File: src/rtl/div_pkg.sv
// div_pkg: shared definitions for the bicycle-computer divider.
//   state_t            - controller states (IDLE, DIVIDE, DONE)
//   DEF_DIVIDEND_WIDTH - default operand width / iteration count
//   DEF_QUOTIENT_WIDTH - default returned quotient width
//   Q_SAT_DEFAULT      - saturated quotient value at the default width
// Optional build macro affecting users of this package: DIVIDER_ROUND_EN.
package div_pkg;

  localparam int unsigned DEF_DIVIDEND_WIDTH = 16;
  localparam int unsigned DEF_QUOTIENT_WIDTH = 12;

  localparam logic [DEF_QUOTIENT_WIDTH-1:0] Q_SAT_DEFAULT = '1;

  typedef enum logic [1:0] {
    IDLE,
    DIVIDE,
    DONE
  } state_t;

endpackage

File: src/rtl/div_core.sv
// div_core: restoring-division datapath, one quotient bit per step, MSB first.
// Ports:
//   i_clk, i_rst     - clock, synchronous active-high reset
//   i_load           - latch operands, clear remainder and iteration count
//   i_dividend/i_divisor - operands captured on i_load
//   i_step           - perform one iteration
//   o_last           - current step is the final iteration
//   o_quot_next      - full quotient including the bit produced this step
//   o_round_up       - 2*remainder >= divisor after this step (DIVIDER_ROUND_EN only, else 0)
//   o_div_zero       - latched divisor is zero
// Build macro: DIVIDER_ROUND_EN enables the round-half-up flag.
import div_pkg::*;

module div_core #(
  parameter int unsigned WIDTH = DEF_DIVIDEND_WIDTH
) (
  input  logic             i_clk,
  input  logic             i_rst,
  input  logic             i_load,
  input  logic [WIDTH-1:0] i_dividend,
  input  logic [WIDTH-1:0] i_divisor,
  input  logic             i_step,
  output logic             o_last,
  output logic [WIDTH-1:0] o_quot_next,
  output logic             o_round_up,
  output logic             o_div_zero
);

  localparam int unsigned CW = (WIDTH > 1) ? $clog2(WIDTH) : 1;

  // Dividend and quotient share one shift register: dividend bits leave at
  // the MSB while quotient bits enter at the LSB.
  logic [WIDTH-1:0] r_dq;
  logic [WIDTH-1:0] r_rem;
  logic [WIDTH-1:0] r_divisor;
  logic [CW-1:0]    r_count;

  // Trial remainder carries the extra bit; the stored remainder is always
  // below the divisor, so it fits in WIDTH bits.
  logic [WIDTH:0]   w_trial;
  logic             w_fits;
  logic [WIDTH-1:0] w_rem_next;

  assign w_trial    = {r_rem, r_dq[WIDTH-1]};
  assign w_fits     = w_trial >= {1'b0, r_divisor};
  assign w_rem_next = w_fits ? (w_trial[WIDTH-1:0] - r_divisor) : w_trial[WIDTH-1:0];

  always_ff @(posedge i_clk) begin
    if (i_rst) begin
      r_dq      <= '0;
      r_rem     <= '0;
      r_divisor <= '0;
      r_count   <= '0;
    end else if (i_load) begin
      r_dq      <= i_dividend;
      r_divisor <= i_divisor;
      r_rem     <= '0;
      r_count   <= '0;
    end else if (i_step) begin
      r_dq      <= {r_dq[WIDTH-2:0], w_fits};
      r_rem     <= w_rem_next;
      r_count   <= r_count + CW'(1);
    end
  end

  assign o_last      = (r_count == CW'(WIDTH - 1));
  assign o_quot_next = {r_dq[WIDTH-2:0], w_fits};
  assign o_div_zero  = (r_divisor == '0);

`ifdef DIVIDER_ROUND_EN
  assign o_round_up = ({w_rem_next, 1'b0} >= {1'b0, r_divisor});
`else
  assign o_round_up = 1'b0;
`endif

endmodule

File: src/rtl/shared_divider.sv
// shared_divider: iterative unsigned divider shared by two requesters
// (port 0 = speed, port 1 = average speed) with round-robin arbitration.
// Ports:
//   clock, reset              - clock, synchronous active-high reset
//   req0/dividend0/divisor0   - port 0 request and operands
//   req1/dividend1/divisor1   - port 1 request and operands
//   busy                      - controller not IDLE
//   done0/done1               - one-cycle result-valid pulse per port
//   quotient                  - saturated result, held until next done
//   div_by_zero               - result came from a zero divisor
// Build macro: DIVIDER_ROUND_EN selects round-half-up instead of truncation.
import div_pkg::*;

module shared_divider #(
  parameter int unsigned DIVIDEND_WIDTH = DEF_DIVIDEND_WIDTH,
  parameter int unsigned QUOTIENT_WIDTH = DEF_QUOTIENT_WIDTH
) (
  input  logic                      clock,
  input  logic                      reset,
  input  logic                      req0,
  input  logic [DIVIDEND_WIDTH-1:0] dividend0,
  input  logic [DIVIDEND_WIDTH-1:0] divisor0,
  input  logic                      req1,
  input  logic [DIVIDEND_WIDTH-1:0] dividend1,
  input  logic [DIVIDEND_WIDTH-1:0] divisor1,
  output logic                      busy,
  output logic                      done0,
  output logic                      done1,
  output logic [QUOTIENT_WIDTH-1:0] quotient,
  output logic                      div_by_zero
);

  localparam logic [DIVIDEND_WIDTH:0] SAT_EXT =
    (DIVIDEND_WIDTH + 1)'((64'd1 << QUOTIENT_WIDTH) - 64'd1);

  state_t r_state;
  state_t w_state_next;
  logic   r_grant;
  logic   r_last_grant;
  logic   [QUOTIENT_WIDTH-1:0] r_quotient;
  logic   r_dbz;

  logic   w_load;
  logic   w_grant_sel;
  logic   w_last;
  logic   w_round_up;
  logic   w_div_zero;
  logic   [DIVIDEND_WIDTH-1:0] w_quot_core;
  logic   [DIVIDEND_WIDTH:0]   w_quot_ext;
  logic   [QUOTIENT_WIDTH-1:0] w_quot_result;

  div_core #(
    .WIDTH (DIVIDEND_WIDTH)
  ) u_core (
    .i_clk       (clock),
    .i_rst       (reset),
    .i_load      (w_load),
    .i_dividend  (w_grant_sel ? dividend1 : dividend0),
    .i_divisor   (w_grant_sel ? divisor1  : divisor0),
    .i_step      (r_state == DIVIDE),
    .o_last      (w_last),
    .o_quot_next (w_quot_core),
    .o_round_up  (w_round_up),
    .o_div_zero  (w_div_zero)
  );

  // Result formed on the DIVIDE->DONE edge; extra bit keeps the rounding
  // carry visible to the saturation compare.
  assign w_quot_ext    = {1'b0, w_quot_core} + {{DIVIDEND_WIDTH{1'b0}}, w_round_up};
  assign w_quot_result = (w_div_zero || (w_quot_ext > SAT_EXT)) ? '1
                                                                 : w_quot_ext[QUOTIENT_WIDTH-1:0];

  // State register and result/arbitration registers.
  always_ff @(posedge clock) begin
    if (reset) begin
      r_state      <= IDLE;
      r_grant      <= 1'b0;
      r_last_grant <= 1'b1;
      r_quotient   <= '0;
      r_dbz        <= 1'b0;
    end else begin
      r_state <= w_state_next;
      if (w_load) begin
        r_grant <= w_grant_sel;
      end
      if (r_state == DONE) begin
        r_last_grant <= r_grant;
      end
      if ((r_state == DIVIDE) && w_last) begin
        r_quotient <= w_quot_result;
        r_dbz      <= w_div_zero;
      end
    end
  end

  // Next-state and grant selection.
  always_comb begin
    w_state_next = r_state;
    w_load       = 1'b0;
    if (req0 && req1) begin
      w_grant_sel = ~r_last_grant;
    end else begin
      w_grant_sel = req1;
    end
    unique case (r_state)
      IDLE: begin
        if (req0 || req1) begin
          w_load       = 1'b1;
          w_state_next = DIVIDE;
        end
      end
      DIVIDE: begin
        if (w_last) begin
          w_state_next = DONE;
        end
      end
      DONE: begin
        w_state_next = IDLE;
      end
      default: begin
        w_state_next = IDLE;
      end
    endcase
  end

  // Outputs.
  always_comb begin
    busy        = (r_state != IDLE);
    done0       = (r_state == DONE) && !r_grant;
    done1       = (r_state == DONE) &&  r_grant;
    quotient    = r_quotient;
    div_by_zero = r_dbz;
  end

endmodule

File: config.mk
export PLATFORM = sky130hd
export DESIGN_NAME = shared_divider
export DESIGN_NICKNAME = d
export VERILOG_FILES = /design/src/rtl/div_pkg.sv /design/src/rtl/div_core.sv /design/src/rtl/shared_divider.sv
export SDC_FILE = /design/constraint.sdc
export NUM_CORES = 1
export LEC_CHECK = 0
export ABC_AREA = 0
export CORE_MARGIN = 10
export CORE_UTILIZATION = 50
export CTS_CLUSTER_DIAMETER = 60
export DETAILED_ROUTE_END_ITERATION = 10
export PLACE_DENSITY = 0.9
export SLEW_MARGIN = 20
export SYNTH_ARGS = -nofsm -noshare
export SYNTH_HDL_FRONTEND = slang
export SYNTH_SLANG_ARGS = --single-unit
export TNS_END_PERCENT = 1
File: constraint.sdc
create_clock -name clock -period 3.61 [get_ports clock]
set_input_delay 0.361 -clock clock [delete_from_list [all_inputs] [get_ports clock]]
set_output_delay 0.361 -clock clock [all_outputs]
set_load 0.01 [all_outputs]
==> flow_summary.yaml <==
status:
  status: "completed"
floorplan:
  coreArea_sq_um: 7650
  die_h_um: 108
  die_area_sq_um: 11700
  start_util: 0.510
  die_width_um: 108
  rows: 32
  io_pins: 84
route:
  drc: 0
  wl_per_cell_um: 16.4
  wl_um: 10800
  num_vias: 3743
  detail_route.first_pass.iterations: 5
  drt-initial-drc-count: 282
  postRouteAntennaNets: 0
  viasPerCell: 5.69
timing:
  fin_ws_ps: 1070
  finalSetupViolations: 0
  hold_viol: 0
  fmax_mhz: 393
  tns_ps: 0
  holdWs_ps: 492
  rsz0062_at_grt: "false"
  min_period_over_period: 0.704
  relSlewSlack: 0.324
  tightest_slew_ps: 1010
  fin_crit_ps: 2540
  slew_violations: 0
  fin_worst_skew_ps: 16.0
setup_path:
  worstSetupPathType: "reg -> reg"
  crit_path_end_kind: "register"
  r2r_slack_ps: 1070
  required_ps: 3860
  worstPathMaxFanout: 3
  worst_ep_arrival_time_ps: 2790
  start_kind: "register"
grt:
  grt_overflow: 0
  grt_max_degree: 52
  grt_use_total: 0.185
  antenna_found_initial: 0
  grt_pass1_wl_um: 17800
  grt_pass1_vias: 3774
layout:
  final_area_sq_um: 5020
  final_nets: 637
  drive_gt1_frac: 0.0629
  final.fill_count: 552
  final_common_cell: "clkdlybuf4s50_1"
  syn2layout_area_growth_pct: 28.8
  layout.cells.non_filler: 658
  num_antenna_cells: 0
  layout_common_cells: "clkdlybuf4s50_1 (82), dfxtp_1 (69), nor2_1 (57)"
clocking:
  cts_setup_buffers: 0
  clkLatencyLatePin_ps: 370
  numCtsBuffers: 9
  ctsLongestPathBuffers: 2
  htree_levels: 3
  cts_hold_buf: 0
  cts.sinks: 69
  cts_tree: "yes"
  clkSlewWorstSetupHoldPaths_ps: 90
  cts-resized-gates: 0
  cts_root_buf: "clkbuf_8"
synth:
  avgSynthCellArea_sq_um: 8.18
  synth_seq_cells: 69
  ys_seq_area_frac: 0.354
  syn-num-nets: 563
  synth_edf_count: 0
  synth_cell_type_count: 46
  synth-async-reset-ratio: 0
  netlist_area_sq_um: 3900
  synthFlopType: "dfxtp_1"
  syn_inst: 477
  ys_warn_count: 0
hold_path:
  hp-class: "reg -> reg"
placed_design:
  gp_congestion: 0.910
  pre_cts_ws_ps: 1170
  io_buffer_count: 83
  hpwlAfterDp_um: 8010
  placed_area_sq_um: 4820
  dp.cells: 642
power:
  irDropWorstVdd_uv: 270
  leakage_nw: 2.02
  power_density_nw_per_um2: 422
job:
  maxCapViolCount: 0
==> final cells by class <==
cell class                      count  area [sq um]  area share
Inverter                           22          82.6      0.0164
Timing Repair Buffer               92           893       0.178
Clock buffer                        9           124      0.0247
Sequential cell                    69          1380       0.275
Multi-Input combinational cell    357          2330       0.465
Clock inverter                      7          80.1      0.0159
Tap cell                          102           128      0.0254
==> cell usage after synthesis (all sizes together), types with 15 or more instances <==
| cell type | count | share of area |
|---|---|---|
| inv | 22 | 0.021 |
| dfxtp | 69 | 0.35 |
| and3 | 15 | 0.024 |
| a21oi | 31 | 0.041 |
| nand2 | 44 | 0.042 |
| nor3 | 18 | 0.023 |
| mux2i | 43 | 0.11 |
| ha | 17 | 0.055 |
| a211oi | 35 | 0.070 |
| clkbuf | 23 | 0.022 |
| o21ai | 21 | 0.027 |
| nor2 | 58 | 0.056 |
==> report_power, final <==
| part | leakage (nW) | switching, mW | internal [mW] |
|---|---|---|---|
| sequential | 0.566 | 0.0437 | 0.812 |
| clock | 0.0968 | 0.328 | 0.327 |
| combinational | 1.36 | 0.323 | 0.288 |
==> per-stage QoR <==
step | power, mW | utilization
2_1_floorplan | 1.29 | -
5_1_grt | 2.23 | 0.657
4_1_cts | 2.12 | 0.657
3_3_place_gp | 1.45 | 0.630
6_report | 2.12 | 0.657
3_5_place_dp | 1.47 | 0.630
==> final timing paths <==
check | startpoint | endpoint | depth (start not counted)
setup / recovery | u_core.r_dq[15] | u_core.r_rem[14] | 10
hold / removal | quotient[10] | quotient[10] | 2
setup reg to reg | u_core.r_dq[15] | u_core.r_rem[14] | 10
hold reg to reg | quotient[10] | quotient[10] | 2
==> cell families after synthesis <==
family                   synth area share
flip-flops                          0.354
AO/OA/AOI/OAI                       0.177
XOR/XNOR                           0.0337
buffers and inverters              0.0529
adder cells (fa/ha/maj)            0.0597
AND/OR/NAND/NOR                     0.212
multiplexers                        0.110
==> registers in the layout (all words and copies together) (netlist names) <==
signal,count
u_core.r_divisor,16
u_core.r_dq,16
u_core.r_rem,16
quotient,12
u_core.r_count,4
r_state,2
div_by_zero,1
r_grant,1
r_last_grant,1
==> critical path: stages, from the launching register on <==
cell and delay [ps]:
dfxtp_1 340, inv_1 70, ha_1 200, fa_1 400
nand2b_1 180, a21oi_1 260, nor2b_1 140, o221ai_1 390
mux2i_1 250, a31o_2 160, a21oi_1 50
==> metal layers <==
| layer | global-route usage | up-vias | part of all wire | wire length, um |
|---|---|---|---|---|
| met5 | 0 | - | 0 | 0 |
| met4 | 0.0716 | 0 | 0.026 | 283 |
| met3 | 0.0631 | 28 | 0.075 | 813 |
| met2 | 0.322 | 125 | 0.50 | 5410 |
| met1 | 0.205 | 1748 | 0.40 | 4280 |
| li1 | - | 1842 | - | - |
No activity file was read; power rests on OpenSTA's default activity.
